<file path="src/rtl/mem_port_arbiter.sv">
// Arbitrates one single-ported memory bus between the instruction-fetch port and the
// load/store port: data wins, with a starvation guard that eventually forces a fetch grant.
module mem_port_arbiter #(
  parameter int ADDR_W       = 32,
  parameter int DATA_W       = 32,
  parameter int STARVE_LIMIT = 4
) (
  input  logic              i_clk,
  input  logic              i_rst_n,
  input  logic              i_if_valid,
  input  logic [ADDR_W-1:0] i_if_addr,
  output logic              o_if_ready,
  output logic              o_if_rvalid,
  output logic [DATA_W-1:0] o_if_rdata,
  input  logic              i_if_flush,
  input  logic              i_d_valid,
  input  logic [ADDR_W-1:0] i_d_addr,
  input  logic              i_d_we,
  input  logic [1:0]        i_d_width,
  input  logic              i_d_zeroextend,
  input  logic [DATA_W-1:0] i_d_wdata,
  output logic              o_d_ready,
  output logic              o_d_rvalid,
  output logic [DATA_W-1:0] o_d_rdata,
  output logic              o_mem_valid,
  input  logic              i_mem_ready,
  output logic [ADDR_W-1:0] o_mem_addr,
  output logic              o_mem_we,
  output logic [1:0]        o_mem_width,
  output logic              o_mem_zeroextend,
  output logic [DATA_W-1:0] o_mem_wdata,
  input  logic              i_mem_rvalid,
  input  logic [DATA_W-1:0] i_mem_rdata
);

  typedef enum logic [1:0] {IDLE, ISSUE, WAIT, RESP} state_e;
  typedef enum logic {OWN_IF, OWN_D} owner_e;

  localparam logic [3:0] STARVE_MAX = 4'(STARVE_LIMIT);
  localparam logic [3:0] STARVE_SAT = 4'hF;

  state_e            state_q, state_d;
  owner_e            owner_q;
  logic [ADDR_W-1:0] addr_q;
  logic              we_q;
  logic [1:0]        width_q;
  logic              zext_q;
  logic [DATA_W-1:0] wdata_q;
  logic [3:0]        starve_q;
  logic              flush_q;
  logic [DATA_W-1:0] if_rdata_q;
  logic [DATA_W-1:0] d_rdata_q;
  logic              grant_d;
  logic              grant_if;

  // Grant decision only exists in IDLE; data loses once the fetch has waited long enough.
  always_comb begin
    // NOTE: every comb output gets a default first so no path can infer a latch.
    grant_d  = 1'b0;
    grant_if = 1'b0;
    if (state_q == IDLE) begin
      grant_d  = i_d_valid && (!i_if_valid || (starve_q < STARVE_MAX));
      grant_if = !grant_d && i_if_valid;
    end
  end

  always_ff @(posedge i_clk or negedge i_rst_n) begin
    if (!i_rst_n) begin
      state_q <= IDLE;
    end else begin
      // NOTE: sequential state uses non-blocking assignments so all registers update together.
      state_q <= state_d;
    end
  end

  always_comb begin
    state_d = state_q;
    case (state_q)
      IDLE:    if (grant_d || grant_if) state_d = ISSUE;
      ISSUE:   if (i_mem_ready)         state_d = WAIT;
      WAIT:    if (i_mem_rvalid)        state_d = RESP;
      RESP:                             state_d = IDLE;
      default:                          state_d = IDLE;
    endcase
  end

  always_comb begin
    o_d_ready   = grant_d;
    o_if_ready  = grant_if;
    o_mem_valid = (state_q == ISSUE);
    o_d_rvalid  = (state_q == RESP) && (owner_q == OWN_D);
    o_if_rvalid = (state_q == RESP) && (owner_q == OWN_IF) && !flush_q;
  end

  assign o_mem_addr       = addr_q;
  assign o_mem_we         = we_q;
  assign o_mem_width      = width_q;
  assign o_mem_zeroextend = zext_q;
  assign o_mem_wdata      = wdata_q;
  assign o_if_rdata       = if_rdata_q;
  assign o_d_rdata        = d_rdata_q;

  always_ff @(posedge i_clk or negedge i_rst_n) begin
    if (!i_rst_n) begin
      owner_q    <= OWN_IF;
      addr_q     <= '0;
      we_q       <= 1'b0;
      width_q    <= 2'd0;
      zext_q     <= 1'b0;
      wdata_q    <= '0;
      starve_q   <= 4'd0;
      flush_q    <= 1'b0;
      if_rdata_q <= '0;
      d_rdata_q  <= '0;
    end else begin
      if (grant_d) begin
        owner_q  <= OWN_D;
        addr_q   <= i_d_addr;
        we_q     <= i_d_we;
        width_q  <= i_d_width;
        zext_q   <= i_d_zeroextend;
        wdata_q  <= i_d_wdata;
        // Only data grants that overtake a waiting fetch count toward starvation.
        if (!i_if_valid)                starve_q <= 4'd0;
        else if (starve_q != STARVE_SAT) starve_q <= starve_q + 4'd1;
      end else if (grant_if) begin
        owner_q  <= OWN_IF;
        addr_q   <= i_if_addr;
        we_q     <= 1'b0;
        width_q  <= 2'd2;
        zext_q   <= 1'b0;
        wdata_q  <= '0;
        starve_q <= 4'd0;
      end

      if ((state_q == WAIT) && i_mem_rvalid) begin
        if (owner_q == OWN_D) d_rdata_q  <= we_q ? '0 : i_mem_rdata;
        else                  if_rdata_q <= i_mem_rdata;
      end

      // A flushed fetch still drains downstream; only its response pulse is dropped.
      if (state_q == IDLE)                          flush_q <= 1'b0;
      else if (i_if_flush && (owner_q == OWN_IF))   flush_q <= 1'b1;
    end
  end

endmodule

</file>
<file path="config.mk">
export PLATFORM = sky130hd
export DESIGN_NAME = mem_port_arbiter
export DESIGN_NICKNAME = d
export VERILOG_FILES = /design/src/rtl/mem_port_arbiter.sv
export SDC_FILE = /design/constraint.sdc
export NUM_CORES = 1
export LEC_CHECK = 0
export ABC_AREA = 1
export BUFFER_PORTS_ARGS = -buffer_cell sky130_fd_sc_hd__buf_4
export CORE_UTILIZATION = 35
export CTS_CLUSTER_DIAMETER = 30
export DETAILED_ROUTE_END_ITERATION = 12
export GPL_TIMING_DRIVEN = 0
export SYNTH_ARGS = -nofsm -noshare
export SYNTH_HDL_FRONTEND = slang
export SYNTH_SLANG_ARGS = --single-unit
</file>
<file path="constraint.sdc">
create_clock -name i_clk -period 1.75 [get_ports i_clk]
set_input_delay 0.175 -clock i_clk [delete_from_list [all_inputs] [get_ports i_clk]]
set_output_delay 0.175 -clock i_clk [all_outputs]
set_load 0.005 [all_outputs]
</file>
==> results of run 1 <==
-- layout make-up --
type	count	area, sq um	share of cell area
Clock inverter	13	131	0.0133
Inverter	79	304	0.0307
Clock buffer	19	443	0.0447
Buffer	40	218	0.0220
Timing Repair Buffer	350	2840	0.287
Sequential cell	140	3500	0.354
Multi-Input combinational cell	431	2190	0.221
Tap cell	225	282	0.0284
-- registers in the layout, indices dropped and copies added (netlist names) --
signal / flops
o_d_rdata: 32
o_mem_wdata: 32
o_mem_we: 1
o_mem_addr: 32
o_mem_zeroextend: 1
o_if_rdata: 32
o_mem_width: 2
starve_q: 4
flush_q: 1
owner_q: 1
state_q: 2
-- routing by layer --
layer / wire [um] / track usage / up-vias / share of wire
li1: - / - / 2944 / -
met1: 8200 / 0.279 / 2905 / 0.42
met2: 9470 / 0.362 / 199 / 0.49
met3: 1290 / 0.0522 / 28 / 0.067
met4: 391 / 0.0762 / 0 / 0.020
met5: 0 / 0 / - / 0
-- report_power, final --
part	leakage, nW	internal, mW	switching, mW
clock network	0.277	2.03	1.47
logic	3.39	3.52	3.32
registers	1.75	4.76	0.819
-- logic make-up (layout without fill, tap and decap cells) --
family,Yosys count,in the layout,synth area share
adders and majority gates,5,5,0.0101
AOI/OAI and AO/OA,43,43,0.0387
muxes,32,32,0.0584
buffers and inverters,121,501,0.0809
DFF,140,140,0.568
and+or+nand+nor,351,351,0.244
-- cell usage in the layout (no fill, tap or decap), types with 2 or more instances in the layout --
master	netlist	routed
mux2_1	2	2
clkinv_4	0	3
clkbuf_1	12	11
inv_2	3	4
inv_1	76	74
buf_4	3	279
o21ai_0	38	38
buf_2	27	22
nor2_1	6	5
buf_6	0	2
inv_6	0	5
clkbuf_4	0	3
nand3_1	65	65
ha_1	5	4
nand4_1	33	33
dlygate4sd3_1	0	70
dfrtp_1	140	140
nand2_1	244	244
mux2_2	30	30
inv_8	0	2
o21ai_4	2	2
clkinvlp_4	0	2
buf_12	0	2
clkbuf_16	0	17
-- critical path, delay by kind of cell (launching register included) --
family | cells | cell delay [ns]
fa+ha+maj | 1 | 0.18
flops | 1 | 0.41
simple gates | 1 | 0.17
buf+inv | 3 | 0.37
-- timing repair --
| action | 4_1_cts | 5_1_grt |
|---|---|---|
| setup endpoints to repair | 29 | 43 |
| buffers inserted | 2 | 3 |
| pin swaps | 0 | 1 |
| hold buffers | 70 | 0 |
| gates resized for setup | 12 | 11 |
| hold endpoints to repair | 165 | 0 |
-- metrics by stage --
step	area [sq um]	hold slack [ns]	total power, mW	util	instances
CTS	9850	0.0345	16.0	0.572	1294
finish	9910	0.0598	15.9	0.575	1297
floorplan	6170	-0.121	8.45	-	692
global route	9910	0.0636	17.1	0.575	1297
global placement	8510	0.371	12.0	0.494	1191
detailed placement	8540	0.228	12.2	0.495	1192
-- how the worst max path moves through the flow --
stage                    start              to  slack [ns]  depth (start not counted)
floorplan           state_q[0]      o_if_ready        0.28                          5
global placement       i_rst_n  o_mem_addr[17]       -0.20                          1
detailed placement  state_q[0]      o_if_ready       -0.09                          6
CTS                 state_q[1]      o_if_ready       -0.05                          5
global route        state_q[1]      o_if_ready       -0.03                          5
finish              state_q[0]      o_if_ready        0.05                          5
==> results_tabular.tex, run 1 <==
\begin{tabular}{lr}
\hline
Metric & Value \\
\hline
\multicolumn{2}{l}{\textbf{Status}} \\
\quad Run status & completed \\
\multicolumn{2}{l}{\textbf{Synth}} \\
\quad Fraction of post-synthesis cell area in the top cell type by area & 0.568 \\
\quad Cell type with the largest total area after synthesis & dfrtp\_1 \\
\quad Number of warnings issued by yosys & 0 \\
\quad Synth top cells by count & nand2\_1 (244), dfrtp\_1 (140), inv\_1 (76) \\
\quad Post-Syn Nets & about 840 \\
\quad Main flop type after synthesis & dfrtp\_1 \\
\quad Flop and latch count out of synthesis & 140 \\
\quad Sequential area share after synthesis & 0.568 \\
\quad Cell with the most instances after synthesis & nand2\_1 \\
\quad Netlist Area Pre-Place & 6170 sq um \\
\quad Largest cells by area after synthesis & dfrtp\_1 (57\%), nand2\_1 (15\%), mux2\_2 (5.5\%), nand3\_1 (5.3\%), inv\_1 (4.6\%) \\
\quad Post-synthesis area per instance & 8.91 sq um \\
\quad Synth async-reset ratio & 1.00 \\
\quad EDFF count, synth & 0 \\
\quad Cells after Synth & just under 700 \\
\quad Synth unique cells & 21 \\
\multicolumn{2}{l}{\textbf{Routing}} \\
\quad \# DRC & 0 \\
\quad First DRT Iteration DRCs & 218 \\
\quad Via density & 4.68 \\
\quad Number of iterations in the first detailed-routing pass & 4 \\
\quad Routed via count & 6076 \\
\quad Per-cell routed wire length & 14.9 um \\
\quad Final wirelength & just under 20 mm \\
\quad Number of nets with antenna violations after detailed routing & 0 \\
\multicolumn{2}{l}{\textbf{Clock network}} \\
\quad CTS tree & built \\
\quad Clock network latency to the later pin of the worst-skew pair & 0.41 ns \\
\quad CTS buffer count & 17 \\
\quad Clock-pin slew on the worst setup and hold paths & 0.06 ns \\
\quad Clock tree sinks & 140 \\
\quad CTS root buf & clkbuf\_16 \\
\quad Maximum count of clock buffers along a single path & 2 \\
\quad Total number of H-tree levels & 4 \\
\multicolumn{2}{l}{\textbf{Cells and area}} \\
\quad Syn-to-layout area delta & 60.6\% \\
\quad Filler cell count & $\sim$1600 \\
\quad Antenna cells & 0 \\
\quad Fraction of layout instances using a drive strength above 1 & 0.356 \\
\quad Nets & 1203 \\
\multicolumn{2}{l}{\textbf{Die}} \\
\quad Top Ports & between 200 and 300 \\
\quad Die boundary height & 135 um \\
\quad Die ar. & roughly 18000 sq um \\
\quad Placeable Area & between 15000 and 20000 sq um \\
\quad Cell row count & 48 \\
\quad Die Width & 135 um \\
\quad Initial cell density of the core & 0.358 \\
\multicolumn{2}{l}{\textbf{Placed design}} \\
\quad Dpl ws & -0.0885 ns \\
\quad Count of input and output buffers & 274 \\
\quad Hpwl dp & 13.6 mm \\
\quad Placer's final routability congestion estimate & 0.812 \\
\multicolumn{2}{l}{\textbf{Worst setup path}} \\
\quad Critical path type & reg2out \\
\quad Startpoint type of the worst setup path & register \\
\quad Worst Path Max Fanout & 19 \\
\quad Required time of the worst setup path & 1.57 ns \\
\quad Crit. End Element & output port \\
\quad Launching point of the worst reg2reg path & state\_q[0] \\
\quad Cell type of the slowest stage on the worst timing path & dfrtp\_1 \\
\quad Cell-by-cell listing of the critical path & inv\_2 > ha\_4 > buf\_12 > and3\_1 > buf\_4 \\
\quad Critical Path AT & around 1.5 ns \\
\quad Critical R2R Capture & o\_if\_rdata[3] \\
\quad Setup slack of the worst register-to-register path & 0.09 ns \\
\quad Depth of the worst register-to-register path & 5 \\
\quad Largest stage delay, worst path & just over 0.4 ns \\
\multicolumn{2}{l}{\textbf{STA}} \\
\quad Worst slew margin relative to its limit & 0.558 \\
\quad Post-Route Skew & 0.00993 ns \\
\quad Hold Fails Final Rpt & 0 \\
\quad Final setup TNS & 0 ns \\
\quad Final Setup Violations & 0 \\
\quad Clock period minus final worst setup slack & 1.70 ns \\
\quad Worst Max-Slew Pin Slew & 0.664 ns \\
\quad Unrepaired setup endpoints after global routing & yes \\
\quad Setup WS post-layout & roughly 0.046 ns \\
\quad Count of pins over their slew limit & 0 \\
\quad Achievable clock frequency & 587 MHz \\
\quad Share of the cycle needed by the critical path after routing & 0.974 \\
\multicolumn{2}{l}{\textbf{Min path}} \\
\quad Worst Hold Path Cells & 5 \\
\quad Classification of the worst-slack hold path & in2reg \\
\quad Min-Delay Endpoint & o\_mem\_addr[6] \\
\quad Hold path startpoint & i\_if\_addr[6] \\
\multicolumn{2}{l}{\textbf{Power and ir drop}} \\
\quad Maximum VDD drop & 0.746 mV \\
\quad Cell leakage power & 5.42 nW \\
\quad Power per unit of standard cell area & 1610 nW/um\^{}2 \\
\multicolumn{2}{l}{\textbf{Global route}} \\
\quad Vias in the first global route & 5994 \\
\quad All-Layer GR Usage & 0.218 \\
\quad First-pass GRT wire length & 30.8 mm \\
\quad Initial antenna violation count & 0 \\
\quad GR Overflow Total & 0 \\
\quad Maximum number of pins on one net before global-route repair & 76 \\
\multicolumn{2}{l}{\textbf{Job}} \\
\quad MaxCap Viol Count & 0 \\
\hline
\end{tabular}
Power figures use the tool's default switching activity.
==> inputs of run 2 (changes only) <==
ABC_AREA = default   (was 1)
==> run 2 against run 1 <==
  * Combinational power down 5.0%
  * Via count down 8.9%
  * Die area down 5.5%
  * Power down 1.9%
  * Area after synthesis down 5.6%
  * Clock power up 2%
  * Wire length down 2.4%
  * Non-clock buffer count up 3
  * Core utilization up 2.4 points
  * Critical endpoint unchanged
==> results_tabular.tex, run 2 <==
\begin{tabular}{lr}
\hline
Metric & Value \\
\hline
\multicolumn{2}{l}{\textbf{STA}} \\
\quad Count of pins over their slew limit & 0 \\
\quad Final Setup Violations & 0 \\
\quad Worst slew margin relative to its limit & 0.595 \\
\quad Hold Fails Final Rpt & 0 \\
\quad Clock period minus final worst setup slack & 1.72 ns \\
\quad Achievable clock frequency & 581 MHz \\
\quad Worst Max-Slew Pin Slew & 0.608 ns \\
\quad Unrepaired setup endpoints after global routing & yes \\
\quad Share of the cycle needed by the critical path after routing & 0.983 \\
\quad Final setup TNS & 0 ns \\
\quad Post-Route Skew & about 0.0096 ns \\
\multicolumn{2}{l}{\textbf{Min path}} \\
\quad Min-Delay Endpoint & o\_mem\_wdata[4] \\
\quad Worst Hold Path Cells & 2 \\
\quad Hold path startpoint & i\_d\_wdata[4] \\
\quad Classification of the worst-slack hold path & in2reg \\
\multicolumn{2}{l}{\textbf{Synth}} \\
\quad Synth async-reset ratio & 1.00 \\
\quad Synth top cells by count & dfrtp\_1 (140), o21ai\_0 (64), a22o\_1 (36) \\
\quad EDFF count, synth & 0 \\
\quad Fraction of post-synthesis cell area in the top cell type by area & 0.602 \\
\quad Cells after Synth & 510 \\
\quad Flop and latch count out of synthesis & 140 \\
\quad Cell type with the largest total area after synthesis & dfrtp\_1 \\
\quad Netlist Area Pre-Place & 5820 sq um \\
\quad Main flop type after synthesis & dfrtp\_1 \\
\quad Number of warnings issued by yosys & 0 \\
\quad Cell with the most instances after synthesis & dfrtp\_1 \\
\quad Post-synthesis area per instance & roughly 11 sq um \\
\quad Synth unique cells & 28 \\
\quad Largest cells by area after synthesis & dfrtp\_1 (60\%), mux2\_2 (6.6\%), o21ai\_0 (5.5\%), a22o\_1 (5.4\%), a41oi\_1 (4.8\%) \\
\quad Post-Syn Nets & 654 \\
\quad Sequential area share after synthesis & 0.602 \\
\multicolumn{2}{l}{\textbf{Power and ir drop}} \\
\quad Switching power as a share of total power & 0.327 \\
\quad Cell leakage power & 4.64 nW \\
\quad Maximum VDD drop & 0.685 mV \\
\quad Internal power summed over all cells & 10.5 mW \\
\quad Relative contribution of combinational cells to total power & 0.416 \\
\quad Power per unit of standard cell area & 1620 nW/um\^{}2 \\
\quad Clock share of power & 0.228 \\
\quad Reg power frac & 0.356 \\
\quad NetSw & 5.11 mW \\
\multicolumn{2}{l}{\textbf{Routing}} \\
\quad Final wirelength & $\sim$19 mm \\
\quad Routed via count & 5536 \\
\quad Via density & 4.99 \\
\quad Number of nets with antenna violations after detailed routing & 0 \\
\quad Per-cell routed wire length & between 15 and 20 um \\
\quad First DRT Iteration DRCs & roughly 260 \\
\quad \# DRC & 0 \\
\quad Number of iterations in the first detailed-routing pass & 4 \\
\multicolumn{2}{l}{\textbf{Global route}} \\
\quad First-pass GRT wire length & 28.5 mm \\
\quad GR Overflow Total & 0 \\
\quad Vias in the first global route & 5583 \\
\quad Initial antenna violation count & 0 \\
\quad All-Layer GR Usage & 0.217 \\
\quad Maximum number of pins on one net before global-route repair & slightly below 80 \\
\multicolumn{2}{l}{\textbf{Worst setup path}} \\
\quad Required time of the worst setup path & 1.57 ns \\
\quad Worst Path Max Fanout & 5 \\
\quad Crit. End Element & output port \\
\quad Launching point of the worst reg2reg path & state\_q[0] \\
\quad Startpoint type of the worst setup path & register \\
\quad Critical R2R Capture & state\_q[1] \\
\quad Setup slack of the worst register-to-register path & 0.11 ns \\
\quad Critical path type & reg2out \\
\quad Critical Path AT & approximately 1.6 ns \\
\quad Depth of the worst register-to-register path & 5 \\
\multicolumn{2}{l}{\textbf{Placed design}} \\
\quad Cell count after placement & roughly 1000 \\
\quad Cell Area, Placed & 8190 sq um \\
\quad Count of input and output buffers & $\sim$280 \\
\quad Placer's final routability congestion estimate & 0.821 \\
\quad Hpwl dp & 13.3 mm \\
\multicolumn{2}{l}{\textbf{Die}} \\
\quad Cell row count & between 40 and 50 \\
\quad Top Ports & $\sim$280 \\
\quad Die boundary height & 131 um \\
\quad Die ar. & 17200 sq um \\
\quad Die Width & 131 um \\
\quad Initial cell density of the core & 0.363 \\
\quad Placeable Area & 16100 sq um \\
\multicolumn{2}{l}{\textbf{Cells and area}} \\
\quad Filler cell count & 1403 \\
\quad Cell area after layout & 9620 sq um \\
\quad Fraction of layout instances using a drive strength above 1 & 0.433 \\
\quad Syn-to-layout area delta & 65.1\% \\
\quad Nets & 1024 \\
\quad Leading cell type in the layout, fill and taps excluded & buf\_4 \\
\quad Area occupied by multi-input gates & roughly 2200 sq um \\
\quad Final cell count without fillers & $\sim$1100 \\
\quad Antenna cells & 0 \\
\quad Register area & around 3500 sq um \\
\quad Top library cells by usage in the layout, fill and taps aside & buf\_4 (286), dfrtp\_1 (140), dlygate4sd3\_1 (65) \\
\multicolumn{2}{l}{\textbf{Clock network}} \\
\quad CTS tree & built \\
\quad CTS root buf & clkbuf\_16 \\
\quad Clock-pin slew on the worst setup and hold paths & approximately 0.06 ns \\
\quad Total number of H-tree levels & 4 \\
\quad Clock network latency to the later pin of the worst-skew pair & 0.42 ns \\
\quad Maximum count of clock buffers along a single path & 2 \\
\quad Clock tree sinks & 140 \\
\quad CTS buffer count & 17 \\
\multicolumn{2}{l}{\textbf{Status}} \\
\quad Run status & completed \\
\multicolumn{2}{l}{\textbf{Job}} \\
\quad MaxCap Viol Count & 0 \\
\hline
\end{tabular}
## run 2: changes by cell type in the layout (fill, tap and decap cells not counted), sizes merged, moves of 32 or more
cell	change
nand4	-33
inv	-79
a22o	+36
a41oi	+32
nand3	-64
nand2	-210
nand2b	+32
a21oi	+33
## run 2: how the worst max path moves through the flow
stage | start | end | cells after the start
floorplan | state_q[0] | state_q[1] | 5
global placement | state_q[0] | o_mem_addr[23] | 6
detailed placement | state_q[0] | o_mem_addr[29] | 6
CTS | state_q[1] | o_if_ready | 6
global route | state_q[1] | o_if_ready | 6
finish | state_q[1] | o_if_ready | 6
## run 2: cells by family after synthesis
kind of cell / Yosys count / synth area share
AO/OA/AOI/OAI: 175 / 0.199
AND/OR/NAND/NOR: 109 / 0.0881
buffers and inverters: 47 / 0.0346
flip-flops: 140 / 0.602
adder cells (fa/ha/maj): 5 / 0.0107
multiplexers: 34 / 0.0657
## run 2: routing by layer
metal | track usage | share of wire
met5 | 0 | 0
met3 | 0.0570 | 0.070
met2 | 0.362 | 0.50
met1 | 0.273 | 0.42
met4 | 0.0717 | 0.015
## run 2: area by class of cell
type	instances	share of cell area
clock inverter	13	0.0147
tap	216	0.0281
multi-input combinational	323	0.226
timing repair buffer	352	0.296
buffer	41	0.0209
clock buffer	19	0.0461
inverter	5	0.00325
sequential	140	0.364
## run 2: repair_timing
| item | in CTS | in global routing |
|---|---|---|
| pin swaps | 2 | 1 |
| hold buffers | 64 | 1 |
| endpoints found under the setup margin | 74 | 74 |
| setup buffers | 1 | 9 |
| gates cloned | 0 | 1 |
| endpoints found under the hold margin | 125 | 1 |
| gates resized for setup | 16 | 23 |
## run 2: critical path: stages (launching register included)
cell	delay, ns
dfrtp_1	0.41
inv_2	0.09
ha_4	0.19
buf_8	0.13
nand2_4	0.05
a21oi_4	0.13
buf_6	0.13
## run 2: per-stage QoR
stage | hold WS, ns | setup slack (ns) | util | power (mW)
floorplan | -0.121 | 0.105 | - | 8.23
CTS | 0.00143 | -0.0157 | 0.590 | 15.5
detailed placement | 0.203 | -0.195 | 0.510 | 11.7
global placement | 0.398 | -0.119 | 0.508 | 11.5
finish | 0.0102 | 0.0297 | 0.599 | 15.6
global route | 0.00553 | -0.0540 | 0.599 | 16.7
## run 2: power groups by stage
stage	Sequential (mW)	Clock (mW)	Combinational (mW)
2_1_floorplan	5.58	0	2.65
6_report	5.57	3.56	6.50
5_1_grt	5.76	3.77	7.13
4_1_cts	5.57	3.64	6.31
3_3_place_gp	5.55	0	5.94
3_5_place_dp	5.59	0	6.08
